<file path="config.mk">
export PLATFORM = sky130hd
export DESIGN_NAME = uart_receiver
export DESIGN_NICKNAME = d
export VERILOG_FILES = /design/src/rtl/uart_receiver.sv
export SDC_FILE = /design/constraint.sdc
export NUM_CORES = 1
export LEC_CHECK = 0
export CAP_MARGIN = 20
export CORE_MARGIN = 3
export CORE_UTILIZATION = 49
export CTS_CLUSTER_DIAMETER = 150
export DETAILED_ROUTE_END_ITERATION = 7
export PLACE_DENSITY = 0.78
export SLEW_MARGIN = 10
export SYNTH_ARGS = -nofsm -noshare
export SYNTH_HDL_FRONTEND = slang
export SYNTH_SLANG_ARGS = --single-unit
</file>
<file path="constraint.sdc">
create_clock -name clk -period 1.8 [get_ports clk]
set_clock_uncertainty 0.05 [all_clocks]
set_input_delay 0.18 -clock clk [delete_from_list [all_inputs] [get_ports clk]]
set_output_delay 0.18 -clock clk [all_outputs]
set_load 0.1 [all_outputs]
</file>
<file path="src/rtl/uart_receiver.sv">
// uart_receiver: 16x-oversampled serial receiver for start + data + stop frames.
// Data bits arrive LSB first. Each good frame loads dataOut and pulses rxDone.
// A low stop bit pulses frameErr instead.
// Optional feature macro: UART_RX_PARITY_EN. When it is defined, the receiver
// expects one even-parity bit before the stop bit and adds the parityErr output.
module uart_receiver #(
  parameter int DATA_WIDTH = 8,
  parameter int OVERSAMPLE = 16
) (
  input  logic                  clk,
  input  logic                  rstN,
  input  logic                  baudTick,
  input  logic                  rx,
  output logic [DATA_WIDTH-1:0] dataOut,
  output logic                  rxDone,
  output logic                  frameErr
`ifdef UART_RX_PARITY_EN
  ,
  output logic                  parityErr
`endif
);

  localparam int TW = $clog2(OVERSAMPLE);
  localparam int BW = (DATA_WIDTH > 1) ? $clog2(DATA_WIDTH) : 1;

  // START samples half a bit after the detected edge.
  // Every later state samples one full bit period after the previous sample.
  localparam logic [TW-1:0] HALF_LAST = TW'(OVERSAMPLE / 2 - 1);
  localparam logic [TW-1:0] FULL_LAST = TW'(OVERSAMPLE - 1);
  localparam logic [BW-1:0] LAST_BIT  = BW'(DATA_WIDTH - 1);

  typedef enum logic [2:0] {
    IDLE,
    START,
    DATA,
`ifdef UART_RX_PARITY_EN
    PARITY,
`endif
    STOP
  } state_t;

  state_t                  state_q, state_d;
  logic                    rx_meta_q, rx_s_q;
  logic [TW-1:0]           tick_cnt_q, tick_cnt_d;
  logic [BW-1:0]           bit_cnt_q, bit_cnt_d;
  logic [DATA_WIDTH-1:0]   shift_q, shift_d;
  logic [DATA_WIDTH-1:0]   data_out_q, data_out_d;
  logic                    rx_done_q, rx_done_d;
  logic                    frame_err_q, frame_err_d;
`ifdef UART_RX_PARITY_EN
  logic                    par_err_q, par_err_d;
  logic                    parity_err_q, parity_err_d;
`endif

  // Two-flop synchronizer for the asynchronous serial line. It idles high.
  always_ff @(posedge clk or negedge rstN) begin
    if (!rstN) begin
      rx_meta_q <= 1'b1;
      rx_s_q    <= 1'b1;
    end else begin
      rx_meta_q <= rx;
      rx_s_q    <= rx_meta_q;
    end
  end

  // State register, counters, shift register and registered output strobes.
  always_ff @(posedge clk or negedge rstN) begin
    if (!rstN) begin
      state_q      <= IDLE;
      tick_cnt_q   <= '0;
      bit_cnt_q    <= '0;
      shift_q      <= '0;
      data_out_q   <= '0;
      rx_done_q    <= 1'b0;
      frame_err_q  <= 1'b0;
`ifdef UART_RX_PARITY_EN
      par_err_q    <= 1'b0;
      parity_err_q <= 1'b0;
`endif
    end else begin
      state_q      <= state_d;
      tick_cnt_q   <= tick_cnt_d;
      bit_cnt_q    <= bit_cnt_d;
      shift_q      <= shift_d;
      data_out_q   <= data_out_d;
      rx_done_q    <= rx_done_d;
      frame_err_q  <= frame_err_d;
`ifdef UART_RX_PARITY_EN
      par_err_q    <= par_err_d;
      parity_err_q <= parity_err_d;
`endif
    end
  end

  // Next-state logic: everything advances only on a baud tick.
  // Strobes default low, so each one lasts for a single cycle.
  always_comb begin
    state_d      = state_q;
    tick_cnt_d   = tick_cnt_q;
    bit_cnt_d    = bit_cnt_q;
    shift_d      = shift_q;
    data_out_d   = data_out_q;
    rx_done_d    = 1'b0;
    frame_err_d  = 1'b0;
`ifdef UART_RX_PARITY_EN
    par_err_d    = par_err_q;
    parity_err_d = 1'b0;
`endif
    if (baudTick) begin
      case (state_q)
        IDLE: begin
          if (!rx_s_q) begin
            state_d    = START;
            tick_cnt_d = '0;
`ifdef UART_RX_PARITY_EN
            par_err_d  = 1'b0;
`endif
          end
        end
        START: begin
          if (tick_cnt_q == HALF_LAST) begin
            // If the line is still low at mid start bit, it is a real start bit.
            // Otherwise the low level was a glitch.
            if (!rx_s_q) begin
              state_d    = DATA;
              tick_cnt_d = '0;
              bit_cnt_d  = '0;
            end else begin
              state_d = IDLE;
            end
          end else begin
            tick_cnt_d = tick_cnt_q + 1'b1;
          end
        end
        DATA: begin
          tick_cnt_d = tick_cnt_q + 1'b1;
          if (tick_cnt_q == FULL_LAST) begin
            shift_d   = {rx_s_q, shift_q[DATA_WIDTH-1:1]};
            bit_cnt_d = bit_cnt_q + 1'b1;
            if (bit_cnt_q == LAST_BIT) begin
`ifdef UART_RX_PARITY_EN
              state_d = PARITY;
`else
              state_d = STOP;
`endif
            end
          end
        end
`ifdef UART_RX_PARITY_EN
        PARITY: begin
          tick_cnt_d = tick_cnt_q + 1'b1;
          if (tick_cnt_q == FULL_LAST) begin
            // With even parity, the parity bit equals the XOR of all data bits.
            par_err_d = rx_s_q ^ (^shift_q);
            state_d   = STOP;
          end
        end
`endif
        STOP: begin
          tick_cnt_d = tick_cnt_q + 1'b1;
          if (tick_cnt_q == FULL_LAST) begin
            // Return to IDLE at mid stop bit, so a back-to-back frame is caught.
            state_d = IDLE;
            if (!rx_s_q) begin
              frame_err_d = 1'b1;
`ifdef UART_RX_PARITY_EN
            end else if (par_err_q) begin
              parity_err_d = 1'b1;
`endif
            end else begin
              data_out_d = shift_q;
              rx_done_d  = 1'b1;
            end
          end
        end
        default: state_d = IDLE;
      endcase
    end
  end

  assign dataOut   = data_out_q;
  assign rxDone    = rx_done_q;
  assign frameErr  = frame_err_q;
`ifdef UART_RX_PARITY_EN
  assign parityErr = parity_err_q;
`endif

endmodule
</file>
* After elaboration in Yosys (flattened, before gate mapping) *
Cells that the tools add are included.

storage, ports and cells
  output and inout bits = 10
  flip-flop bits (word level) = 30
  bits of input ports = 4

operators by class
  add/subtract/negate cells = 2
  reductions and logical operators = 9
  eq/ne operators = 12
  mux-type cells = 22

operators with widths
  cell                   count
  $mux W3                8
  $ne A2 B2 Y1 const B   6
  $pmux W3 S4            1
  $pmux W4 S3            1
  $mux W1                8
  $mux W4                2
  $eq A3 B2 Y1 const B   2
  $pmux W3 S2            1
  $reduce_and A6 Y1      1
  $reduce_and A5 Y1      1
  $add A4 B1 Y4 const B  1
  $eq A4 B3 Y1 const B   1
  $eq A4 B4 Y1 const B   1
  $reduce_and A4 Y1      1
  $add A3 B1 Y3 const B  1
  $eq A3 B1 Y1 const B   1
  $eq A3 B3 Y1 const B   1
  $logic_not A3 Y1       1
  $reduce_and A3 Y1      1
  $reduce_bool A3 Y1     1
  $mux W2                1
  $reduce_and A2 Y1      1
  $reduce_bool A2 Y1     1
  $reduce_or A2 Y1       1

* Logic depth before layout (Yosys ltp) *
  depth after elaboration = 4
  mapped depth = 5

* Worst setup path after synthesis *
Ideal clock, no wire load.

  kind = register to register
  start = reg tick_cnt_q[0]
  end = reg shift_q[0]
  setup time = 125 ps
  buffers on the path = 0
  data required time = 1,625 ps
  stages on the path, launching flop included = 5
  path slack = 97 ps
  arrival = 1,528 ps
  cell sequence = dfrtp_1 ha_1 nand4_4 nor3_4 mux2_2

on the way
  word-level cells in the longest chain between the ends = 2

ends and longest elaborated chain
  item                         RTL line  RTL
  start, declared              44        logic [TW-1:0] tick_cnt_q, tick_cnt_d;
  start signal, assigned       82        tick_cnt_q <= tick_cnt_d;
  $eq A4 B4 Y1                 137       if (tick_cnt_q == FULL_LAST) begin
  $reduce_and A3 Y1 (no line)  --
  end signal, assigned         84        shift_q <= shift_d;
  end, declared                46        logic [DATA_WIDTH-1:0] shift_q, shift_d;

Every way passes these cells.
A chain may end at the register's enable or synchronous reset.

* Final worst setup path *
  start = reg tick_cnt_q[0]
  end = reg shift_q[3]

Same word-level chain as after synthesis.

==> impl_metrics.yaml <==
outcome:
  run_status: "complete, no violations"
sta:
  slew_headroom_pct: 75.7
  max_slew.worst_pin.slew_ns: 0.364
  tns_ns: 0
  rsz0062_at_grt: "no"
  hold_viol_final: 0
  finalCritPeriodShare_pct: 94.0
  fmaxAchievable_mhz: 591
  worst_slack_ns: 0.109
  finalSetupViolCount: 0
  post-route-min-period_ns: 1.69
  finalMaxSlewViolations: 0
yosys:
  ys_seq_area_share_pct: 56.0
  synth_top_area_share_pct: 51.9
  synth_most_common_cell: "dfrtp_1"
  synth_area_leaders: "dfrtp_1 52%, mux2_2 11%, dfstp_2 4.0%"
  synthTopCellsByCount: "27 x dfrtp_1, 13 x mux2_2, 4 x nand2_1, 4 x o21ai_0"
  syn_nets: 107
  synth_edf_count: 0
  synthCells: 100
  synth_top_area_cell: "dfrtp_1"
  yosysWarnings: 0
  syn_area_per_cell_um2: 13.0
  async_flop_share_pct: 100
  yosys_register_bits: 29
  syn-cell-area_um2: 1300
  ys.flop_type: "dfrtp_1"
  ys_types: 37
clocking:
  cts_buffers: 5
  htreeDepth: 2
  cts_tree: "done"
  cts.repair.resized: 0
  postCtsSetupBuffers: 0
  cts.path.max_buffers: 2
  clock-sinks: 29
  clockRootBuffer: "clkbuf_4"
  clock_latency_ns: 0.35
  clk_pin_slew_ns: 0.11
  cts_hold_buf: 0
power_and_ir_drop:
  fin_total_pwr_uw: 1660
  cellLeakagePower_uw: 0.000754
  ir_worst_vdd_v: 0.000884
  p_per_area_nw_per_um2: 1060
cells_and_area:
  fin_util_pct: 62.9
  multiInputGateArea_um2: 542
  layout.nets: 132
  diodes: 0
  seq_area_um2: 728
  fillers: 195
  area_growth_syn_to_layout_pct: 20.8
  layout-drive-gt1-share_pct: 38.1
placement:
  io_buffers: 13
  gp_congestion: 0.837
  pre_cts_ws_ns: 0.0865
  dp_hpwl_um: 1670
route:
  first_iter_violations: 44
  drt-met1-wl_um: 1030
  drc: 0
  drt-total-wl_um: 2450
  dr_wl_met3_um: 133
  routedWlPerCell_um: 15.7
  vias: 895
  maxUsedRoutingLayer: "met4"
  viasPerCell: 5.74
  ant_nets: 0
  met2_length_um: 1180
  dr.pass1.iters: 4
setup_path:
  path_max_fanout: 9
  ff2ff_setup_slack_ns: 0.11
  cp_slowest_cell: "dfrtp_1"
  reg2regPathDepth: 5
  reg2reg_to: "shift_q[3]$_DFFE_PN0P_"
  slowest_delay_ns: 0.44
  setup.worst_path.start_class: "register"
  cp-end-kind: "register"
  r2r-start: "tick_cnt_q[0]$_DFFE_PN0P_"
  path_cells: "ha_2, nand4_4, nor3_4, buf_12, mux2_2"
  crit_required_ns: 1.98
  cp_data_arrival_time_ns: 1.87
  critPathKind: "register to register"
grt:
  grt_max_degree: 30
  overflow: 0
  grt_pass1_wl_um: 4200
  grt_pass1_vias: 932
  antenna_found_initial: 0
  grt_use_total_pct: 17.2
floorplanning:
  die_y_um: 57.5
  die_area_um2: 3310
  core_um2: 2500
  ios: 14
  row_count: 18
  start_util_pct: 52.1
  fp.dieW_um: 57.5
hold_path:
  hp-class: "primary input to async pin"
run:
  maxCapViolCount: 0
[how the worst max path moves through the flow]
stage                                         start                     end  slack (ns)  depth (start not counted)
after global routing      tick_cnt_q[0]$_DFFE_PN0P_  shift_q[4]$_DFFE_PN0P_        0.03                          5
after floorplan           tick_cnt_q[0]$_DFFE_PN0P_  shift_q[0]$_DFFE_PN0P_         0.1                          4
final                     tick_cnt_q[0]$_DFFE_PN0P_  shift_q[3]$_DFFE_PN0P_        0.11                          5
after detailed placement                   baudTick  dataOut[5]$_DFFE_PN0P_        0.09                          5
after CTS                 tick_cnt_q[0]$_DFFE_PN0P_  shift_q[3]$_DFFE_PN0P_        0.08                          5
after global placement                     baudTick  shift_q[2]$_DFFE_PN0P_        0.09                          5
[stage by stage]
step,instances,area [um2],hold slack [ns]
2_1_floorplan,100,1300,-0.166
3_3_place_gp,148,1510,0.296
3_5_place_dp,148,1510,0.299
4_1_cts,156,1570,0.161
5_1_grt,156,1570,0.165
6_report,156,1570,0.147
[report_power, final]
group | internal (uW) | switching [uW] | leakage [uW]
Sequential | 727 | 107 | 0.000380
Clock | 147 | 244 | 0.0000310
Combinational | 191 | 243 | 0.000343
Total | 1060 | 595 | 0.000754
[cells in the final DEF (no fill, tap or decap), drive strengths merged, types with 2 or more instances in the layout]
master         netlist  final
clkbuf               0      5
clkinv               1      3
o211ai               3      3
o21ai                4      4
nor4                 2      2
buf                  3     18
nand2                4      4
dfstp                2      2
mux2i                3      3
a21oi                2      2
inv                  4      4
mux2                16     16
dfrtp               27     27
nor2                 2      2
nand3                3      3
nor2b                2      2
nand2b               2      2
nor3                 2      2
ha                   3      3
clkdlybuf4s50        0      3
[metal layers]
layer / vias up / global-route usage [%]
met5: - / 0
met4: 0 / 12.9
met3: 13 / 6.33
met2: 27 / 26.5
met1: 439 / 19.3
li1: 416 / -
[worst max-delay path: cells and delay by family, from the launching register on]
kind,cells,cell delay (ns)
multiplexers,1,0.33
adder cells (fa/ha/maj),1,0.27
flip-flops,1,0.44
AND/OR/NAND/NOR,2,0.32
buffers and inverters,1,0.16
[sequential cells by signal (all words and copies together), names as in the netlist, 2 cells and up]
| name | count |
|---|---|
| dataOut | 8 |
| state_q | 2 |
| shift_q | 8 |
| bit_cnt_q | 3 |
| tick_cnt_q | 4 |
[final cells by class]
| cell class | instances | share of cell area, % |
|---|---|---|
| Inverter | 5 | 1.19 |
| Timing Repair Buffer | 21 | 12.1 |
| Tap cell | 30 | 2.39 |
| Sequential cell | 29 | 46.3 |
| Clock inverter | 3 | 1.11 |
| Multi-Input combinational cell | 63 | 34.5 |
| Clock buffer | 5 | 2.39 |
[kinds of logic (layout without fill, tap and decap cells)]
| kind of cell | count (synthesis) | after routing | share of synthesized area, % |
|---|---|---|---|
| mux | 19 | 19 | 16.2 |
| compound gates | 19 | 19 | 10.5 |
| fa+ha+maj | 3 | 3 | 2.88 |
| buf+inv | 8 | 34 | 2.60 |
| simple gates | 22 | 22 | 11.9 |
| flops | 29 | 29 | 56.0 |
Note: power is estimated with default switching activity, not from simulation.
